**src/rtl/tpm_axil_resp_mem_if.sv**
```systemverilog
// AXI4-Lite bus bundle between the TPM M00_AXI initiator and its responder.
// Signals:
//   AW channel : AWADDR, AWPROT, AWVALID (master) / AWREADY (slave)
//   W channel  : WDATA, WSTRB, WVALID (master) / WREADY (slave)
//   B channel  : BRESP, BVALID (slave) / BREADY (master)
//   AR channel : ARADDR, ARPROT, ARVALID (master) / ARREADY (slave)
//   R channel  : RDATA, RRESP, RVALID (slave) / RREADY (master)
interface tpm_axil_resp_mem_if #(
  parameter int ADDR_WIDTH = 6,
  parameter int DATA_WIDTH = 32
);
  logic [ADDR_WIDTH-1:0]   AWADDR;
  logic [2:0]              AWPROT;
  logic                    AWVALID;
  logic                    AWREADY;

  logic [DATA_WIDTH-1:0]   WDATA;
  logic [DATA_WIDTH/8-1:0] WSTRB;
  logic                    WVALID;
  logic                    WREADY;

  logic [1:0]              BRESP;
  logic                    BVALID;
  logic                    BREADY;

  logic [ADDR_WIDTH-1:0]   ARADDR;
  logic [2:0]              ARPROT;
  logic                    ARVALID;
  logic                    ARREADY;

  logic [DATA_WIDTH-1:0]   RDATA;
  logic [1:0]              RRESP;
  logic                    RVALID;
  logic                    RREADY;

  modport master (
    output AWADDR, AWPROT, AWVALID, input AWREADY,
    output WDATA, WSTRB, WVALID,    input WREADY,
    input  BRESP, BVALID,           output BREADY,
    output ARADDR, ARPROT, ARVALID, input ARREADY,
    input  RDATA, RRESP, RVALID,    output RREADY
  );

  modport slave (
    input  AWADDR, AWPROT, AWVALID, output AWREADY,
    input  WDATA, WSTRB, WVALID,    output WREADY,
    output BRESP, BVALID,           input BREADY,
    input  ARADDR, ARPROT, ARVALID, output ARREADY,
    output RDATA, RRESP, RVALID,    input RREADY
  );
endinterface

```
**src/rtl/tpm_axil_resp_mem.sv**
```systemverilog
// AXI4-Lite responder terminating the TPM M00_AXI initiator: a small
// word-addressed register memory with byte strobes and SLVERR on
// out-of-range word indices.
// Ports:
//   ACLK      - single clock, rising edge
//   ARESET    - asynchronous active-high reset
//   bus       - AXI4-Lite slave modport (AW, W, B, AR, R channels)
//   err_count - saturating count of SLVERR responses (reads + writes)
//
// Write FSM
//   state     | meaning
//   W_IDLE    | nothing held, AWREADY and WREADY high
//   W_HAVE_AW | address held, waiting for data
//   W_HAVE_W  | data and strobe held, waiting for address
//   W_RESP    | BVALID high, waiting for BREADY
// Read FSM
//   state     | meaning
//   R_IDLE    | ARREADY high
//   R_DATA    | RVALID high, waiting for RREADY
module tpm_axil_resp_mem #(
  parameter int ADDR_WIDTH = 6,
  parameter int DATA_WIDTH = 32,
  parameter int DEPTH      = 16
) (
  input  logic               ACLK,
  input  logic               ARESET,
  tpm_axil_resp_mem_if.slave bus,
  output logic [7:0]         err_count
);

  localparam int IDX_W  = ADDR_WIDTH - 2;
  localparam int MEM_AW = (DEPTH > 1) ? $clog2(DEPTH) : 1;
  localparam int STRB_W = DATA_WIDTH / 8;

  localparam logic [1:0] RESP_OKAY   = 2'b00;
  localparam logic [1:0] RESP_SLVERR = 2'b10;

  function automatic logic idx_ok(input logic [IDX_W-1:0] idx);
    return 32'(idx) < 32'(DEPTH);
  endfunction

  logic [DATA_WIDTH-1:0] mem [DEPTH];

  // ---------------------------------------------------------------- write
  typedef enum logic [1:0] {W_IDLE, W_HAVE_AW, W_HAVE_W, W_RESP} w_state_t;

  w_state_t              w_state;
  logic [IDX_W-1:0]      hold_idx;
  logic [DATA_WIDTH-1:0] hold_data;
  logic [STRB_W-1:0]     hold_strb;
  logic                  bvalid;
  logic [1:0]            bresp;

  logic                  aw_hs;
  logic                  w_hs;
  logic                  commit;
  logic                  c_ok;
  logic [IDX_W-1:0]      c_idx;
  logic [DATA_WIDTH-1:0] c_data;
  logic [STRB_W-1:0]     c_strb;

  // Readies depend on registered state only; ARESET forces them low.
  assign bus.AWREADY = !ARESET && (w_state == W_IDLE || w_state == W_HAVE_W);
  assign bus.WREADY  = !ARESET && (w_state == W_IDLE || w_state == W_HAVE_AW);

  assign aw_hs = bus.AWVALID && bus.AWREADY;
  assign w_hs  = bus.WVALID && bus.WREADY;

  // The commit uses whichever half was captured earlier and the live bus for
  // the half arriving now.
  always_comb begin
    c_idx  = (w_state == W_HAVE_AW) ? hold_idx  : bus.AWADDR[ADDR_WIDTH-1:2];
    c_data = (w_state == W_HAVE_W)  ? hold_data : bus.WDATA;
    c_strb = (w_state == W_HAVE_W)  ? hold_strb : bus.WSTRB;
    commit = 1'b0;
    case (w_state)
      W_IDLE:    commit = aw_hs && w_hs;
      W_HAVE_AW: commit = w_hs;
      W_HAVE_W:  commit = aw_hs;
      default:   commit = 1'b0;
    endcase
    c_ok = idx_ok(c_idx);
  end

  always_ff @(posedge ACLK or posedge ARESET) begin
    if (ARESET) begin
      w_state   <= W_IDLE;
      hold_idx  <= '0;
      hold_data <= '0;
      hold_strb <= '0;
      bvalid    <= 1'b0;
      bresp     <= RESP_OKAY;
      for (int i = 0; i < DEPTH; i++) begin
        mem[i] <= '0;
      end
    end else if (commit) begin
      w_state <= W_RESP;
      bvalid  <= 1'b1;
      bresp   <= c_ok ? RESP_OKAY : RESP_SLVERR;
      if (c_ok) begin
        for (int b = 0; b < STRB_W; b++) begin
          if (c_strb[b]) begin
            mem[c_idx[MEM_AW-1:0]][8*b +: 8] <= c_data[8*b +: 8];
          end
        end
      end
    end else begin
      case (w_state)
        W_IDLE: begin
          if (aw_hs) begin
            hold_idx <= bus.AWADDR[ADDR_WIDTH-1:2];
            w_state  <= W_HAVE_AW;
          end else if (w_hs) begin
            hold_data <= bus.WDATA;
            hold_strb <= bus.WSTRB;
            w_state   <= W_HAVE_W;
          end
        end
        W_RESP: begin
          if (bus.BREADY) begin
            bvalid  <= 1'b0;
            w_state <= W_IDLE;
          end
        end
        default: ;
      endcase
    end
  end

  assign bus.BVALID = bvalid;
  assign bus.BRESP  = bresp;

  // ----------------------------------------------------------------- read
  typedef enum logic {R_IDLE, R_DATA} r_state_t;

  r_state_t              r_state;
  logic                  rvalid;
  logic [DATA_WIDTH-1:0] rdata;
  logic [1:0]            rresp;
  logic                  ar_hs;
  logic [IDX_W-1:0]      r_idx;
  logic                  r_ok;

  assign bus.ARREADY = !ARESET && (r_state == R_IDLE);
  assign ar_hs       = bus.ARVALID && bus.ARREADY;
  assign r_idx       = bus.ARADDR[ADDR_WIDTH-1:2];
  assign r_ok        = idx_ok(r_idx);

  // mem is sampled before the write block's non-blocking update lands, so a
  // same-edge commit to the same word returns the old contents.
  always_ff @(posedge ACLK or posedge ARESET) begin
    if (ARESET) begin
      r_state <= R_IDLE;
      rvalid  <= 1'b0;
      rdata   <= '0;
      rresp   <= RESP_OKAY;
    end else begin
      case (r_state)
        R_IDLE: begin
          if (ar_hs) begin
            rdata   <= r_ok ? mem[r_idx[MEM_AW-1:0]] : '0;
            rresp   <= r_ok ? RESP_OKAY : RESP_SLVERR;
            rvalid  <= 1'b1;
            r_state <= R_DATA;
          end
        end
        R_DATA: begin
          if (bus.RREADY) begin
            rvalid  <= 1'b0;
            r_state <= R_IDLE;
          end
        end
        default: r_state <= R_IDLE;
      endcase
    end
  end

  assign bus.RVALID = rvalid;
  assign bus.RDATA  = rdata;
  assign bus.RRESP  = rresp;

  // ------------------------------------------------------------ err count
  logic [1:0] err_inc;
  logic [8:0] err_sum;

  assign err_inc = {1'b0, commit && !c_ok} + {1'b0, ar_hs && !r_ok};
  assign err_sum = {1'b0, err_count} + {7'b0, err_inc};

  always_ff @(posedge ACLK or posedge ARESET) begin
    if (ARESET) begin
      err_count <= '0;
    end else begin
      err_count <= err_sum[8] ? 8'hFF : err_sum[7:0];
    end
  end

  // Protection bits and the byte offset within a word carry no meaning here.
  logic unused_bits;
  assign unused_bits = ^{bus.AWPROT, bus.ARPROT, bus.AWADDR[1:0], bus.ARADDR[1:0]};

endmodule

```
**src/flat_wrapper.sv**
```systemverilog
// flat-port wrapper written by rule: the top's interface ports become plain ports
module tpm_axil_resp_mem_flat 
#(
  parameter int ADDR_WIDTH = 6,
  parameter int DATA_WIDTH = 32,
  parameter int DEPTH      = 16
)
  (ACLK, ARESET, err_count, bus_AWADDR, bus_AWPROT, bus_AWVALID, bus_AWREADY, bus_WDATA, bus_WSTRB, bus_WVALID, bus_WREADY, bus_BRESP, bus_BVALID, bus_BREADY, bus_ARADDR, bus_ARPROT, bus_ARVALID, bus_ARREADY, bus_RDATA, bus_RRESP, bus_RVALID, bus_RREADY);
  tpm_axil_resp_mem_if #(.ADDR_WIDTH(ADDR_WIDTH), .DATA_WIDTH(DATA_WIDTH)) bus_i ();
  input  logic ACLK;
  input  logic ARESET;
  output logic [7:0] err_count;
  input wire logic [$bits(bus_i.AWADDR)-1:0] bus_AWADDR;
  input wire logic [$bits(bus_i.AWPROT)-1:0] bus_AWPROT;
  input wire logic [$bits(bus_i.AWVALID)-1:0] bus_AWVALID;
  output wire logic [$bits(bus_i.AWREADY)-1:0] bus_AWREADY;
  input wire logic [$bits(bus_i.WDATA)-1:0] bus_WDATA;
  input wire logic [$bits(bus_i.WSTRB)-1:0] bus_WSTRB;
  input wire logic [$bits(bus_i.WVALID)-1:0] bus_WVALID;
  output wire logic [$bits(bus_i.WREADY)-1:0] bus_WREADY;
  output wire logic [$bits(bus_i.BRESP)-1:0] bus_BRESP;
  output wire logic [$bits(bus_i.BVALID)-1:0] bus_BVALID;
  input wire logic [$bits(bus_i.BREADY)-1:0] bus_BREADY;
  input wire logic [$bits(bus_i.ARADDR)-1:0] bus_ARADDR;
  input wire logic [$bits(bus_i.ARPROT)-1:0] bus_ARPROT;
  input wire logic [$bits(bus_i.ARVALID)-1:0] bus_ARVALID;
  output wire logic [$bits(bus_i.ARREADY)-1:0] bus_ARREADY;
  output wire logic [$bits(bus_i.RDATA)-1:0] bus_RDATA;
  output wire logic [$bits(bus_i.RRESP)-1:0] bus_RRESP;
  output wire logic [$bits(bus_i.RVALID)-1:0] bus_RVALID;
  input wire logic [$bits(bus_i.RREADY)-1:0] bus_RREADY;
  assign bus_i.AWADDR = bus_AWADDR;
  assign bus_i.AWPROT = bus_AWPROT;
  assign bus_i.AWVALID = bus_AWVALID;
  assign bus_AWREADY = bus_i.AWREADY;
  assign bus_i.WDATA = bus_WDATA;
  assign bus_i.WSTRB = bus_WSTRB;
  assign bus_i.WVALID = bus_WVALID;
  assign bus_WREADY = bus_i.WREADY;
  assign bus_BRESP = bus_i.BRESP;
  assign bus_BVALID = bus_i.BVALID;
  assign bus_i.BREADY = bus_BREADY;
  assign bus_i.ARADDR = bus_ARADDR;
  assign bus_i.ARPROT = bus_ARPROT;
  assign bus_i.ARVALID = bus_ARVALID;
  assign bus_ARREADY = bus_i.ARREADY;
  assign bus_RDATA = bus_i.RDATA;
  assign bus_RRESP = bus_i.RRESP;
  assign bus_RVALID = bus_i.RVALID;
  assign bus_i.RREADY = bus_RREADY;
  tpm_axil_resp_mem #(.ADDR_WIDTH(ADDR_WIDTH), .DATA_WIDTH(DATA_WIDTH), .DEPTH(DEPTH)) u_core (.ACLK(ACLK), .ARESET(ARESET), .bus(bus_i), .err_count(err_count));
endmodule
```
**config.mk**
```make
export PLATFORM = sky130hd
export DESIGN_NAME = tpm_axil_resp_mem_flat
export DESIGN_NICKNAME = d
export VERILOG_FILES = /design/src/rtl/tpm_axil_resp_mem_if.sv /design/src/rtl/tpm_axil_resp_mem.sv /design/src/flat_wrapper.sv
export SDC_FILE = /design/constraint.sdc
export NUM_CORES = 1
export LEC_CHECK = 0
export ABC_AREA = 1
export BUFFER_PORTS_ARGS = -buffer_cell sky130_fd_sc_hd__buf_2
export CAP_MARGIN = 20
export CORE_ASPECT_RATIO = 0.7
export CORE_MARGIN = 4
export CORE_UTILIZATION = 40
export DETAILED_ROUTE_END_ITERATION = 8
export GPL_ROUTABILITY_DRIVEN = 0
export RECOVER_POWER = 100
export SLEW_MARGIN = 15
export SYNTH_ARGS = -nofsm -noshare
export SYNTH_HDL_FRONTEND = slang
export SYNTH_SLANG_ARGS = --single-unit
```
**constraint.sdc**
```tcl
create_clock -name ACLK -period 25.9 [get_ports ACLK]
set_clock_uncertainty 0.1 [all_clocks]
set_input_delay 1.295 -clock ACLK [delete_from_list [all_inputs] [get_ports ACLK]]
set_output_delay 1.295 -clock ACLK [all_outputs]
set_load 0.005 [all_outputs]
```
==> results of run 1 <==
## logic make-up (layout without fill, tap and decap cells)
logic type,after synthesis,after routing,synth area share
AO/OA/AOI/OAI,149,149,0.0277
buffers and inverters,316,321,0.0477
AND/OR/NAND/NOR,2897,2897,0.423
flip-flops,589,589,0.500
other,1,12,0.000127
adder cells (fa/ha/maj),4,4,0.00170
## through the flow
stage | hold WS (ps) | setup WS (ps) | cells
detailed placement | 358 | 19380 | 4842
CTS | 373 | 20040 | 4949
global placement | 353 | 19370 | 4842
global route | 382 | 9960 | 4949
floorplan | 342 | 7950 | 3967
finish | 368 | 11790 | 4949
## how the worst max path moves through the flow
| stage | startpoint | endpoint | slack, ps | cells past startpoint |
|---|---|---|---|---|
| floorplan | ARESET | u_core.bus.BVALID$_DFFE_PP0P_ | 7950 | 1 |
| global placement | ARESET | u_core.mem[112]$_DFFE_PP0P_ | 19370 | 14 |
| detailed placement | ARESET | u_core.mem[119]$_DFFE_PP0P_ | 19380 | 14 |
| CTS | ARESET | u_core.mem[114]$_DFFE_PP0P_ | 20040 | 14 |
| global route | ARESET | u_core.mem[119]$_DFFE_PP0P_ | 9960 | 14 |
| finish | ARESET | u_core.mem[177]$_DFFE_PP0P_ | 11790 | 14 |
## cell usage after synthesis (3+ instances only)
master	instances
nor3_1	73
buf_1	22
inv_2	4
nand4_1	3
nand2_1	1788
buf_2	80
clkbuf_1	118
a21oi_1	67
o21ai_2	15
buf_4	21
nor2_2	49
ha_1	4
nor2_4	13
nor2_8	4
nand2_2	13
buf_6	4
dfrtp_1	589
clkinv_1	8
o21ai_1	24
nand3_1	901
o21ai_0	41
nand2_4	9
inv_1	58
nor2_1	44
## report_power, final
part           switching, uW  internal, uW  total (uW)
Clock                    385           568         953
Combinational            777           254        1030
Sequential               139          1180        1320
## sequential cells by signal (all words and copies together), names as in the netlist
name and flops:
u_core.mem 512, u_core.bus.RDATA 32, u_core.hold_data 32, u_core.hold_idx 4
u_core.hold_strb 4, u_core.w_state 2, u_core.bus.BVALID 1, u_core.bus.RVALID 1
u_core.r_state 1
## cell type report
class	count	area, um^2	share of cell area
Multi-Input combinational cell	3062	13300	0.410
Timing Repair Buffer	144	790	0.0243
Tap cell	977	1220	0.0376
Clock buffer	85	1760	0.0541
Inverter	70	269	0.00828
Clock inverter	22	375	0.0116
Sequential cell	589	14700	0.454
## worst max-delay path, cell delays in order
cell	delay [ps]
clkbuf_1	260
clkinvlp_2	3470
clkbuf_1	2180
nand3_1	560
nand2_1	100
inv_1	60
nand2_1	40
nand2_1	110
clkinvlp_2	2960
clkbuf_1	1890
buf_4	810
nand2_1	400
nand2_1	90
nand2_1	80
## layer usage
| layer | GRT usage | up-vias | share of wire |
|---|---|---|---|
| met5 | 0 | - | 0 |
| met4 | 0.0529 | 0 | 0.022 |
| met3 | 0.0478 | 133 | 0.088 |
| met2 | 0.323 | 1009 | 0.40 |
| met1 | 0.386 | 12600 | 0.49 |
| li1 | - | 12800 | - |
==> qor.csv, run 1 <==
metric,value,unit
Cells on Worst Hold Path,2,
total power,3300,uW
worst-path maximum fanout,111,
async set-or-reset flop fraction in the synthesized netlist,1.00,
Layout fillers,7591,
leading post-synthesis cells by cell area,"dfrtp_1 50%, nand2_1 23%, nand3_1 15%",
DRT iter0 DRCs,3465,
Synth Area per Inst,7.46,um^2
Slew HR,-4.34,
CTS resizes,0,
Startpoint Class,input pin,
max cap viols,17,
Clock Sinks,589,
FF-to-FF setup slack,15440,ps
Finished Cell Area,32500,um^2
ratio of final minimum period to clock period,0.545,
"CTS clk-pin slew, worst paths",60,ps
Ant. Diodes,0,
Worst Path Arrival,14560,ps
status,finished with violations,
DIE HEIGHT,235,um
detailed-route via count,26600,
die width,333,um
setup_tns,0,ps
Final min period,14110,ps
postcts setup bufs,0,
leading area contributor after synthesis,dfrtp_1,
Setup crit end kind,flop,
IO Pins,110,
residual DRC count,0,
grt total ovfl,0,
area delta synth->final,10.1,%
initial antenna violation count,0,
fin nets,3991,
CTS tree,yes,
"Seq/Total Area, Yosys",0.500,
WL/cell,19.3,um
port bufs,87,
Post-DP HPWL,57500,um
Core ar.,73200,um^2
Die Area,78200,um^2
Peak VDD IR,0.000110,V
Global Route Usage Sum,0.239,
hold path startpoint,u_core.mem[129]$_DFFE_PP0P_,
library cells used by synthesis,28,
"commonest non-fill, non-tap cell in the layout",nand2_1,
reg2reg path depth,16,
Yosys top cell area share,0.500,
final core utilization,0.444,
Routed Antenna Nets,0,
Pwr per Cell Area,102,nW/um^2
synthesis-stage register bit count,589,
first-pass detailed-route iteration total,5,
path type of the worst setup path,in2reg,
final setup vio count,0,
Yosys Warn Count,0,
RSZ-0062 raised after global routing,false,
vias in the first global route,24500,
most used flip-flop cell after synthesis,dfrtp_1,
"commonest cells after routing, fill and taps aside","1810 x nand2_1, 901 x nand3_1, 589 x dfrtp_1",
vias per cell,5.37,
"Hold-fix buffers, CTS",0,
synthesized area,29500,um^2
CTS Buf Count,59,
CP Data Required Time,26350,ps
leakage power,0.0166,uW
CTS root buf,clkbuf_16,
first-pass GRT wire length,149000,um
final WL,95400,um
# rows,83,
failing checks,"max-capacitance violations, max-slew violations",
Syn Inst Count,3956,
Slew @ Worst Pin,8010,ps
worst-skew pair later-pin latency,630,ps
DP Area,30600,um^2
Max Buffers Root-to-Sink,3,
max-slew violations,1429,
r2r startpoint,u_core.w_state[0]$_DFFE_PP0P_,
WHS Endpoint,u_core.mem[129]$_DFFE_PP0P_,
r2r endpoint,u_core.mem[177]$_DFFE_PP0P_,
H-tree depth,2,
Hold Path Class,reg2reg,
final hold viol count,0,
FMAX,70.9,MHz
"EDFF count, synth",0,
share of layout cells above drive strength 1,0.0735,
pin count of the biggest net entering global routing,183,
initial cell density of the core,0.403,
(Power assumes the default switching activity.)
==> inputs of run 2 (changes only) <==
- clock period: 25.9 -> 14.37 ns (I/O delays scaled with it)
==> run 2 against run 1 <==
The flow still finishes with violations (max-capacitance violations, max-slew violations); design area rose by 0.30%; sequential power rose by 80%; non-clock buffer count rose by 1; clock power rose by 83%.
==> qor.csv, run 2 (synthesis results as in run 1) <==
metric,value,unit,change
status,finished with violations,,unchanged
failing checks,"max-capacitance violations, max-slew violations",,unchanged
CP most frequent cell,nand2_1,,unchanged
most flop-heavy register,u_core.mem,,unchanged
pin count of the biggest net entering global routing,154,,was 183
Cells on Worst Hold Path,2,,unchanged
Reg area,14700,um^2,unchanged
Layout fillers,7582,,was 7591
switching share of power,0.391,,was 0.394
Worst Path Arrival,9170,ps,was 14560 ps
r2r startpoint,u_core.w_state[0]$_DFFE_PP0P_,,unchanged
die width,333,um,unchanged
Peak VDD IR,0.000174,V,was 0.000110 V
worst-skew pair later-pin latency,640,ps,was 630 ps
Final Non-Filler Cells,4949,,unchanged
Slew @ Worst Pin,5070,ps,was 8010 ps
first-pass detailed-route iteration total,5,,unchanged
H-tree depth,2,,unchanged
CTS root buf,clkbuf_16,,unchanged
final setup vio count,0,,unchanged
CP cell instances,"clkbuf_1, clkinvlp_4, clkbuf_1, nand3_1, nand2_1, inv_1, nand2_1, nand2_1, inv_8, clkbuf_1, nand2_1, nand2_1, nand2_1",,"was clkbuf_1, clkinvlp_2, clkbuf_1, nand3_1, nand2_1, inv_1, nand2_1, nand2_1, clkinvlp_2, clkbuf_1, buf_4, nand2_1, nand2_1, nand2_1"
CP Data Required Time,14780,ps,was 26350 ps
reg2reg path depth,15,,was 16
"commonest cells after routing, fill and taps aside","1805 x nand2_1, 901 x nand3_1, 589 x dfrtp_1",,"was 1810 x nand2_1, 901 x nand3_1, 589 x dfrtp_1"
Max Buffers Root-to-Sink,3,,unchanged
sequential power share,0.398,,was 0.399
Routed Antenna Nets,0,,unchanged
DRT iter0 DRCs,3030,,was 3465
setup_tns,0,ps,unchanged
DIE HEIGHT,235,um,unchanged
final hold viol count,0,,unchanged
Final min period,8760,ps,
vias per cell,5.38,,was 5.37
Multi-input gate area,13300,um^2,about the same
"Hold-fix buffers, CTS",0,,unchanged
Setup crit end kind,flop,,unchanged
Cells after DPL,4842,,unchanged
Largest register FFs,512,,unchanged
Sw Pwr,2330,uW,was 1300 uW
port bufs,87,,unchanged
FMAX,114,MHz,
Clock Sinks,589,,unchanged
max cap viols,9,,was 17
hold path startpoint,bus_BREADY,,was u_core.mem[129]$_DFFE_PP0P_
WHS Endpoint,u_core.bus.BVALID$_DFFE_PP0P_,,was u_core.mem[129]$_DFFE_PP0P_
ratio of final minimum period to clock period,0.610,,
postcts setup bufs,0,,unchanged
Clk network pwr share,0.292,,was 0.289
Startpoint Class,input pin,,unchanged
CTS tree,yes,,unchanged
CTS Buf Count,59,,unchanged
Post-DP HPWL,56900,um,was 57500 um
vias in the first global route,24300,,was 24500
Pwr per Cell Area,183,nW/um^2,was 102 nW/um^2
max-slew violations,648,,was 1429
residual DRC count,0,,unchanged
"commonest non-fill, non-tap cell in the layout",nand2_1,,unchanged
Ant. Diodes,0,,unchanged
max incr delay on CP,2760,ps,was 3470 ps
# rows,83,,unchanged
initial cell density of the core,0.403,,unchanged
WL/cell,19.3,um,about the same
Die Area,78200,um^2,unchanged
area delta synth->final,10.5,%,was 10.1%
FF-to-FF setup slack,5870,ps,was 15440 ps
path type of the worst setup path,in2reg,,unchanged
final WL,95300,um,was 95400 um
fin nets,3992,,was 3991
CTS resizes,0,,unchanged
initial antenna violation count,0,,unchanged
"CTS clk-pin slew, worst paths",60,ps,about the same
Slew HR,-2.40,,was -4.34
share of layout cells above drive strength 1,0.0750,,was 0.0735
Core ar.,73200,um^2,unchanged
IO Pins,110,,unchanged
RSZ-0062 raised after global routing,false,,unchanged
Global Route Usage Sum,0.237,,was 0.239
internal cell power,3620,uW,was 2000 uW
r2r endpoint,u_core.mem[277]$_DFFE_PP0P_,,was u_core.mem[177]$_DFFE_PP0P_
worst-path maximum fanout,142,,was 111
leakage power,0.0167,uW,was 0.0166 uW
detailed-route via count,26600,,about the same
Comb pwr share,0.310,,was 0.312
grt total ovfl,0,,unchanged
CP max-delay cell,clkbuf_1,,was clkinvlp_2
first-pass GRT wire length,148000,um,was 149000 um
Hold Path Class,in2reg,,was reg2reg
[run 2: changes by cell type in the layout (fill, tap and decap cells not counted), moves of 5 or more]
cell	delta
o21ai_2	-5
nand2_1	-5
o21ai_1	+5
clkbuf_1	-7
clkbuf_8	+6
[run 2: worst max path at each step]
stage	start	endpoint	slack [ps]	depth (start not counted)
floorplan	ARESET	u_core.w_state[1]$_DFFE_PP0P_	3260	7
global placement	ARESET	u_core.mem[132]$_DFFE_PP0P_	9110	14
detailed placement	ARESET	u_core.mem[132]$_DFFE_PP0P_	9080	14
CTS	u_core.w_state[0]$_DFFE_PP0P_	u_core.mem[132]$_DFFE_PP0P_	9410	14
global route	ARESET	u_core.mem[275]$_DFFE_PP0P_	4510	13
finish	ARESET	u_core.mem[277]$_DFFE_PP0P_	5610	13
[run 2: metal layers]
layer  vias to the layer above  wire length (um)  GRT usage
li1                      12800                 -          -
met1                     12800             46900      0.383
met2                       978             38500      0.325
met3                        91              8380     0.0477
met4                         0              1530     0.0458
met5                         -                 0          0
[run 2: power by group through the flow]
stage               registers [uW]  clock network [uW]  logic (uW)
CTS                           2360                1760        1830
floorplan                     2340                   0        1210
finish                        2370                1740        1850
global placement              2380                   0        1810
detailed placement            2380                   0        1830
global route                  2420                1830        2040
[run 2: cell type report]
cell class | count | area share
clock buffer | 88 | 0.0558
clock inverter | 18 | 0.0105
inverter | 70 | 0.00856
multi-input combinational | 3062 | 0.409
sequential | 589 | 0.452
tap | 977 | 0.0375
timing repair buffer | 145 | 0.0260
[run 2: stage by stage]
| step | cell area, um^2 | utilization | total power (uW) | hold WS (ps) | worst slack, ps |
|---|---|---|---|---|---|
| final | 32600 | 0.445 | 5950 | 176 | 5610 |
| after global routing | 32600 | 0.445 | 6280 | 176 | 4510 |
| after CTS | 32700 | 0.447 | 5960 | 153 | 9410 |
| after detailed placement | 30600 | 0.418 | 4220 | 358 | 9080 |
| after global placement | 30600 | 0.418 | 4180 | 353 | 9110 |
| after floorplan | 29500 | - | 3550 | 342 | 3260 |
[run 2: worst max-delay path: cells and delay by family]
family        cells  cell delay, ps
buf+inv           6            6010
simple gates      7            2260
